==> config.mk <==
export PLATFORM = sky130hd
export DESIGN_NAME = fc3_argmax_seq
export DESIGN_NICKNAME = d
export VERILOG_FILES = /design/src/rtl/fc3_argmax_seq.sv
export SDC_FILE = /design/constraint.sdc
export NUM_CORES = 1
export LEC_CHECK = 0
export ABC_AREA = 1
export CORE_ASPECT_RATIO = 1.75
export CORE_MARGIN = 2
export CORE_UTILIZATION = 55
export DETAILED_ROUTE_END_ITERATION = 8
export GPL_TIMING_DRIVEN = 0
export HOLD_SLACK_MARGIN = 0.12
export PLACE_DENSITY = 0.88
export RECOVER_POWER = 50
export SETUP_SLACK_MARGIN = 0.3
export SYNTH_ARGS = -nofsm -noshare
export SYNTH_HDL_FRONTEND = slang
export SYNTH_SLANG_ARGS = --single-unit
==> constraint.sdc <==
create_clock -name clk -period 5.27 [get_ports clk]
set_input_delay 1.3175 -clock clk [delete_from_list [all_inputs] [get_ports clk]]
set_output_delay 1.3175 -clock clk [all_outputs]
set_load 0.02 [all_outputs]
==> src/rtl/fc3_argmax_seq.sv <==
// fc3_argmax_seq: running arg-max over the NCLS class scores of one frame.
// Scores arrive one per valid beat in class order; the winner (lowest index
// on ties) is published with a one-cycle oValid pulse after the last beat.
module fc3_argmax_seq #(
  parameter int IWID = $clog2(110*32)+1+10,
  parameter int NCLS = 10,
  parameter int IDXW = $clog2(NCLS)
) (
  input  logic                   clk,
  input  logic                   rst_n,
  input  logic                   iStart,
  input  logic                   iValid,
  input  logic signed [IWID-1:0] iData,
  output logic                   oBusy,
  output logic                   oValid,
  output logic        [IDXW-1:0] oIdx,
  output logic signed [IWID-1:0] oMax,
  output logic                   oErr
);

  typedef enum logic [1:0] {
    S_IDLE,
    S_COLLECT,
    S_DONE
  } state_t;

  state_t                 state_q, state_d;
  logic        [IDXW-1:0] cnt_q, cnt_d;
  logic signed [IWID-1:0] max_q, max_d;
  logic        [IDXW-1:0] idx_q, idx_d;
  logic signed [IWID-1:0] res_max_q, res_max_d;
  logic        [IDXW-1:0] res_idx_q, res_idx_d;
  logic                   err_q, err_d;

  logic        [IDXW-1:0] cnt_eff;
  logic                   in_frame;
  logic signed [IWID-1:0] win_max;
  logic        [IDXW-1:0] win_idx;

  // Next-state: frame open/abort, beat acceptance, running compare, result load.
  always_comb begin
    state_d   = (state_q == S_DONE) ? S_IDLE : state_q;
    cnt_d     = cnt_q;
    max_d     = max_q;
    idx_d     = idx_q;
    res_max_d = res_max_q;
    res_idx_d = res_idx_q;
    err_d     = err_q;
    cnt_eff   = cnt_q;
    in_frame  = (state_q == S_COLLECT);
    win_max   = max_q;
    win_idx   = idx_q;

    // iStart opens (or restarts) a frame; a beat in the same cycle is class 0.
    if (iStart) begin
      state_d  = S_COLLECT;
      cnt_d    = '0;
      cnt_eff  = '0;
      err_d    = 1'b0;
      in_frame = 1'b1;
    end

    if (iValid) begin
      if (in_frame) begin
        if (cnt_eff == '0) begin
          win_max = iData;
          win_idx = '0;
        end else if (iData > max_q) begin
          win_max = iData;
          win_idx = cnt_eff;
        end
        max_d = win_max;
        idx_d = win_idx;
        if (cnt_eff == IDXW'(NCLS-1)) begin
          state_d   = S_DONE;
          cnt_d     = '0;
          res_max_d = win_max;
          res_idx_d = win_idx;
        end else begin
          cnt_d = cnt_eff + 1'b1;
        end
      end else begin
        err_d = 1'b1;
      end
    end
  end

  // State and datapath registers with synchronous active-low reset.
  always_ff @(posedge clk) begin
    if (!rst_n) begin
      state_q   <= S_IDLE;
      cnt_q     <= '0;
      max_q     <= '0;
      idx_q     <= '0;
      res_max_q <= '0;
      res_idx_q <= '0;
      err_q     <= 1'b0;
    end else begin
      state_q   <= state_d;
      cnt_q     <= cnt_d;
      max_q     <= max_d;
      idx_q     <= idx_d;
      res_max_q <= res_max_d;
      res_idx_q <= res_idx_d;
      err_q     <= err_d;
    end
  end

  // Outputs decoded from registered state.
  always_comb begin
    oBusy  = (state_q == S_COLLECT);
    oValid = (state_q == S_DONE);
    oIdx   = res_idx_q;
    oMax   = res_max_q;
    oErr   = err_q;
  end

endmodule

# == After elaboration in Yosys (flattened, before gate mapping) ==
# Cells that the tools add are included.
# word_totals
reg_bits,61
input_bits,27
output_inout_bits,30
word_cells,32
# op_classes
add_sub_neg,1
n_lt_le_gt_ge,1
eq_ne,3
n_mux,17
n_reduce_logical,3
# op_table
op,n
$mux W23,2
$mux W4,6
$gt A23 B23 Y1,1
$mux W2,5
$add A4 B1 Y4 const B,1
$eq A4 B4 Y1 const B,1
$logic_not A4 Y1,1
$mux W1,4
$reduce_and A3 Y1,1
$eq A2 B1 Y1 const B,1
$eq A2 B2 Y1 const B,1
$reduce_and A2 Y1,1

# == Longest topological paths before layout ==
# Gate-level depths: netlist of the first run.
# depth
depth_word,6
depth_mapped,18
ltp_nobuf,17

# == Worst setup path before layout of the first run ==
# OpenSTA, ideal clock, no wires.
# synth_timing
path_type,input to register
start,input port iData[22]
end,register max_q[7]
setup_ns,0.109
arrival_ns,2.831
required_time_ns,5.161
slack_ns,2.330
path_stages,15
n_path_buf,1
cell_sequence,ha_1 -> nand2_1 -> nor2_2 -> nand2_1 -> nor2_1 -> nand2_1 -> nand3_1 -> nand2_1 -> nand3_4 -> nand2_4 -> buf_8 -> nand2_1 -> nand3_1 -> nand2_1 -> inv_1
# synth_via
elab_chain_len,3
# synth_rtl
item,line_no,rtl
"start, declared",13,"input logic signed [IWID-1:0] iData,"
$gt A23 B23 Y1,68,end else if (iData > max_q) begin
$mux W23,68,
$mux W23,65,if (cnt_eff == '0) begin
"end signal, assigned",101,max_q <= max_d;
"end, declared",29,"logic signed [IWID-1:0] max_q, max_d;"
# Every way passes these cells.
# A chain may end at the register's enable or synchronous reset.

# == Worst setup path after layout of the first run ==
# layout_timing
start,input port iData[22]
end,register max_q[20]
# The elaborated chain is that of the path after synthesis.

==> impl_results.md, run 1 <==
- Critical Path Start Type: input port
- Largest net degree at the start of global routing: 11
- Run status: finished, final reports clean
- Critical path type: input port to register
- Vias in the first global route: 3352
- H-tree level count: 3
- DR DRC count: 0
- Internal power: 0.0008574 W
- DR WL/cell: about 13 µm
- Post-DRT Antenna Nets: 0
- Asr flop ratio synth: 0
- Seq pwr share: 0.414
- Initial core utilization: 0.5697
- Cell count after synthesis: slightly above 500
- Post-route worst setup slack: 1.370 ns
- Clock Tree Buf Depth: 2
- Die width: about 63 µm
- Period minus WS final: ~4 ns
- Required @ worst endpoint: 5.51 ns
- Hold_buf cts: 0
- Sw power: 0.0003299 W
- Pre-CTS setup slack: 1.519 ns
- Warnings, synthesis: 0
- CTS tree: done
- Setup TNS Final: 0 ns
- Clk Tree Root Cell: clkbuf_8
- RSZ-0062 raised after global routing: no
- Gpl congestion: between 0.9 and 1
- First-pass GRT wire length: 14130 µm
- Netlist cell types: 25
- Total CTS buffers: 9
- Most used cell, CP: nand2_1
- # rows: 37
- Crit end category: register
- Fmax achieved: 256.4 MHz
- CP max FO: 10
- Ant diodes: 0
- Worst Path Arrival: a little over 4 ns
- Min-delay worst type: register to register
- Final Max Tran Viols: 0
- Vias: ~3.5k
- GR Overflow Total: 0
- Cell taking the most area after synthesis: dfxtp_1
- IO buf count: between 50 and 60
- Final-report setup violation count: 0
- Slew margin rel.: 0.6488
- Core Area: 5926 µm²
- #FFs+latches synth: 61
- Iter 0 DRT Violations: roughly 170
- Pwr dens: 280.5 nW/µm²
- Initial antenna violation count: 0
- Main flop type after synthesis: dfxtp_1
- Die Y: around 110 µm
- Post-synthesis sequential area ratio: 0.3617
- Yosys top cell area share: 0.3617
- Net Sw Frac: 0.2778
- DPL Wire Length: 6324 µm
- Clock power share: 0.399
- Final Routed Wirelength: between 8000 and 9000 µm
- Syn Area/Cell: 6.529 µm²
- Layout cells sized above 1: 0.05093
- Largest cells by area after synthesis: dfxtp_1 (36%), nand2_1 (21%), inv_1 (8.7%), ha_1 (8.5%), nand3_1 (8.3%)
- Fin nets: 634
- Crit path largest cell delay: 0.58 ns
- Netlist Area Pre-Place: 3376 µm²
- Worst Skew: 0.009963 ns
- Crit path cell chain: dlygate4sd3_1 > ha_1 > nand2_1 > nor2_1 > nand2_1 > nor2_1 > nand2_1 > nand3_1 > nand2_1 > nand3_1 > nand2_1 > buf_6 > nand2_1 > nand3_1 > nand2_1 > inv_1
- Drt first pass iters: 5
- Logic gate share of total power: 0.187
- Clock sinks: 61
- Post-Syn Nets: 567
- IO Count: 57
- Worst slew pin tran: 0.5268 ns
- Post-CTS Setup Inserts: 0
- Vias per std cell: 5.232
- Max cap viols: 0
- Die Area: a little under 7000 µm²
- Skew-Pair Late Insertion Delay: 0.35 ns
- Leak: ~2.2 nW
- CTS clk-pin slew, worst paths: 0.07 ns
- Final period util: 0.7400
- Slowest-stage cell, CP: dlygate4sd3_1
- Count leader, synth: nand2_1
- EDFF count, synth: 0
- Worst vdd ir: 0.2908 mV
- Post-cts resize count: 0
- Tot GR Track Use: 0.2643
- Top cells by count, synth: nand2_1 (186), inv_1 (78), dfxtp_1 (61)
- Final Hold Fails: 0
- Area grow syn2layout: 25.39%
==> registers in the layout (all words and copies together) (netlist names) <==
signal,cells
cnt_q,4
idx_q,4
max_q,23
oErr,1
oIdx,4
oMax,23
state_q,2
==> worst max-delay path: cells and delay by family <==
family	cells	cell delay, ns
buffers and inverters	3	0.85
and+or+nand+nor	12	1.60
adders and majority gates	1	0.38
==> final timing paths <==
check / start / to / slack [ns] / cells past startpoint
setup reg to reg: max_q[22] / max_q[20] / 2.56 / 16
hold / removal: oMax[10] / oMax[10] / 0.45 / 2
setup / recovery: iData[22] / max_q[20] / 1.37 / 16
hold reg to reg: oMax[10] / oMax[10] / 0.45 / 2
==> power by group through the flow <==
stage	Sequential (W)	Combinational (W)	Clock, W
after floorplan	0.000499	0.000155	0
after global placement	0.000500	0.000217	0
after detailed placement	0.000501	0.000225	0
after CTS	0.000491	0.000228	0.000477
after global routing	0.000493	0.000253	0.000496
final	0.000491	0.000222	0.000474
==> per-stage QoR <==
| stage | util | area [µm²] | total power [W] | hold WS (ns) | std cells |
|---|---|---|---|---|---|
| CTS | 0.7190 | 4260 | 0.001196 | 0.4515 | 667 |
| detailed placement | 0.6807 | 4034 | 0.0007260 | 0.4380 | 651 |
| finish | 0.7143 | 4233 | 0.001187 | 0.4475 | 667 |
| global placement | 0.6807 | 4034 | 0.0007171 | 0.4352 | 651 |
| floorplan | - | 3376 | 0.0006545 | 0.5028 | 517 |
| global route | 0.7143 | 4233 | 0.001242 | 0.4561 | 667 |
==> logic make-up (layout without fill, tap and decap cells) <==
kind of cell / count (synthesis) / in the layout / synth area share
flip-flops: 61 / 61 / 0.3617
buffers and inverters: 98 / 170 / 0.1193
AO/OA/AOI/OAI: 54 / 54 / 0.08303
AND/OR/NAND/NOR: 280 / 280 / 0.3480
XOR/XNOR: 1 / 1 / 0.002595
adder cells (fa/ha/maj): 23 / 23 / 0.08525
==> final cells by class <==
cell class / instances / area (µm²)
Multi-Input combinational cell: 358 / 1729
Fill cell: 500 / 1693
Sequential cell: 61 / 1221
Timing Repair Buffer: 56 / 560.5
Inverter: 78 / 292.8
Clock buffer: 13 / 158.9
Buffer: 20 / 105.1
Tap cell: 78 / 97.59
Clock inverter: 3 / 67.56
==> metal layers <==
layer / GRT usage / routed length (µm)
met3: 0.04498 / 362
met2: 0.4901 / 4597
met1: 0.2546 / 3078
met5: 0 / 0
met4: 0.2003 / 435
==> layout by cell type, fill, tap and decap left out <==
| cell type | count |
|---|---|
| nor3_1 | 2 |
| clkbuf_8 | 11 |
| dfxtp_1 | 61 |
| buf_6 | 1 |
| nand2_1 | 187 |
| bufinv_16 | 2 |
| buf_8 | 1 |
| o32ai_1 | 1 |
| a21oi_1 | 40 |
| xnor2_1 | 1 |
| clkdlybuf4s50_1 | 23 |
| a22oi_1 | 1 |
| inv_1 | 78 |
| nor2_1 | 23 |
| a21o_1 | 1 |
| o21ai_0 | 10 |
| clkbuf_1 | 11 |
| buf_2 | 6 |
| nand3_1 | 57 |
| dlygate4sd3_1 | 33 |
| clkinvlp_4 | 1 |
| buf_4 | 1 |
| nand4_1 | 4 |
| buf_1 | 2 |
| ha_1 | 23 |
| nand2_2 | 7 |
| a31oi_1 | 1 |
Power figures use the tool's default switching activity.
==> run 2, diff against run 1 <==
--- a/config.mk
+++ b/config.mk
@@ -8,11 +8,11 @@
 export ABC_AREA = 1
 export CORE_ASPECT_RATIO = 1.75
 export CORE_MARGIN = 2
-export CORE_UTILIZATION = 55
+export CORE_UTILIZATION = 48
 export DETAILED_ROUTE_END_ITERATION = 8
 export GPL_TIMING_DRIVEN = 0
 export HOLD_SLACK_MARGIN = 0.12
-export PLACE_DENSITY = 0.88
+export PLACE_DENSITY = 0.82
 export RECOVER_POWER = 50
 export SETUP_SLACK_MARGIN = 0.3
 export SYNTH_ARGS = -nofsm -noshare
==> constraint.sdc (replaced) <==
create_clock -name clk -period 3.45 [get_ports clk]
set_input_delay 0.8625 -clock clk [delete_from_list [all_inputs] [get_ports clk]]
set_output_delay 0.8625 -clock clk [all_outputs]
set_load 0.02 [all_outputs]
==> run 2 against run 1 <==
Effect of this change:
- die area rose by 14%
- register-to-register slack got worse by 1.5 ns
- wire length rose by 0.18%
- first-iteration DRC count rose by 57%
- clock skew fell by 0.0039 ns
- global-route usage fell by 2.1 points
- sequential power rose by 53%
- flip-flop and latch count did not move
- non-clock buffer count rose by 1
- hold slack got worse by 0.0031 ns
- via count fell by 2.9%
- largest cell class unchanged
- largest power group is now clock
==> impl_results.md, run 2 (synthesis results as in run 1) <==
- Run status: finished, final reports clean
- Vias per std cell: between 5 and 6
- Final period util: 0.9066
- Worst Path Arrival: 3.40 ns
- Die Area: roughly 7700 µm²
- RSZ-0062 raised after global routing: no
- Clock sinks: slightly above 60
- Worst vdd ir: 0.3303 mV
- Final Hold Fails: 0
- Pre-CTS setup slack: 0.1609 ns
- Pwr dens: 462.2 nW/µm²
- CTS tree: done
- Leak: ~2.3 nW
- Period minus WS final: 3.128 ns
- Vias in the first global route: 3202
- Min-delay worst type: register to register
- Ant diodes: 0
- # rows: 40
- Final Power: 0.002010 W
- GR Overflow Total: 0
- Final Max Tran Viols: 0
- Die Y: between 100 and 150 µm
- Core Area: between 6000 and 7000 µm²
- Clk Tree Root Cell: clkbuf_16
- Most common cell after layout, fill and taps aside: nand2_1
- Initial antenna violation count: 0
- IO buf count: 56
- Iter 0 DRT Violations: 261
- Crit path cell chain: dlygate4sd3_1 > nor2_1 > inv_1 > nand2_1 > nor2_1 > buf_2 > nor2_1 > clkbuf_1 > nand2_1 > nand2_1
- Area grow syn2layout: 28.84%
- DR WL/cell: 12.63 µm
- Register area: 1221 µm²
- Initial core utilization: 0.4923
- Critical path type: input port to register
- CP bufs+invs: 4
- Drt first pass iters: 4
- CTS clk-pin slew, worst paths: 0.05 ns
- Final-report setup violation count: 0
- CP top delay family: buffers and inverters
- Slowest-stage cell, CP: dlygate4sd3_1
- Largest net degree at the start of global routing: 11
- Hold WS: 0.4444 ns
- Slew margin rel.: 0.6337
- Setup TNS Final: 0 ns
- IO Count: 57
- Worst slew pin tran: about 0.55 ns
- Fmax achieved: 319.7 MHz
- Hold_buf cts: 0
- DR DRC count: 0
- Fin nets: 635
- Post-DRT Antenna Nets: 0
- DPL Wire Length: 6450 µm
- Clock Tree Buf Depth: 2
- Fill count: 611
- Final Routed Wirelength: 8489 µm
- Area of the multi-input gates: 1753 µm²
- Die width: around 67 µm
- Skew-Pair Late Insertion Delay: 0.34 ns
- CP max FO: 10
- Most frequent cells in the layout: nand2_1 (186), inv_1 (78), dfxtp_1 (61)
- Gpl congestion: 0.8498
- Tot GR Track Use: 0.2435
- Total CTS buffers: 9
- Required @ worst endpoint: 3.73 ns
- Crit end category: register
- Max cap viols: 0
- Worst Skew: roughly 0.0061 ns
- Post-route worst setup slack: 0.3224 ns
- First-pass GRT wire length: 14120 µm
- Critical Path Start Type: input port
- Vias: 3388
- Layout cells sized above 1: 0.05782
- Crit path largest cell delay: approximately 0.61 ns
- H-tree level count: 3
- Final Instance Area: 4349 µm²
- Area post-placement: 4041 µm²
run 2: layer usage:
| metal | GRT usage | wire (µm) | vias to the layer above |
|---|---|---|---|
| li1 | - | - | 1754 |
| met1 | 0.2390 | 3217 | 1547 |
| met2 | 0.4389 | 4724 | 70 |
| met3 | 0.05479 | 324 | 17 |
| met4 | 0.1605 | 223 | 0 |
| met5 | 0 | 0 | - |
run 2: final timing paths:
check	startpoint	endpoint	slack, ns	depth (start not counted)
worst max-delay path	iStart	oMax[14]	0.32	10
worst min-delay path	oMax[5]	oMax[5]	0.44	2
worst max register to register	max_q[22]	oMax[15]	1.04	16
worst min register to register	oMax[5]	oMax[5]	0.44	2
run 2: area by class of cell:
cell class | instances | area share
plain buffers | 20 | 0.02503
flip-flops and latches | 61 | 0.2808
clock buffers | 13 | 0.06214
well taps | 84 | 0.02417
multi-input cells | 358 | 0.4030
inverters | 78 | 0.06732
repair buffers | 57 | 0.1306
clock inverters | 1 | 0.006904
run 2: through the flow:
stage	utilization	std cells
floorplan	-	517
global placement	0.5894	657
detailed placement	0.5894	657
CTS	0.6332	671
global route	0.6343	672
finish	0.6343	672
run 2: power breakdown:
part | switching (W) | internal [W]
Sequential | 0.0000160 | 0.000737
Clock | 0.000300 | 0.000609
Combinational | 0.000215 | 0.000133
run 2: worst register-to-register path: cells and delay by family, from the launching register on:
family | cells | cell delay [ns]
simple gates | 13 | 1.39
fa+ha+maj | 1 | 0.36
flops | 1 | 0.33
buf+inv | 2 | 0.24
run 2: what timing repair did:
| item | CTS | global route |
|---|---|---|
| endpoints found under the setup margin | 0 | 10 |
| buffers inserted | 0 | 1 |
| resized for setup | 0 | 2 |
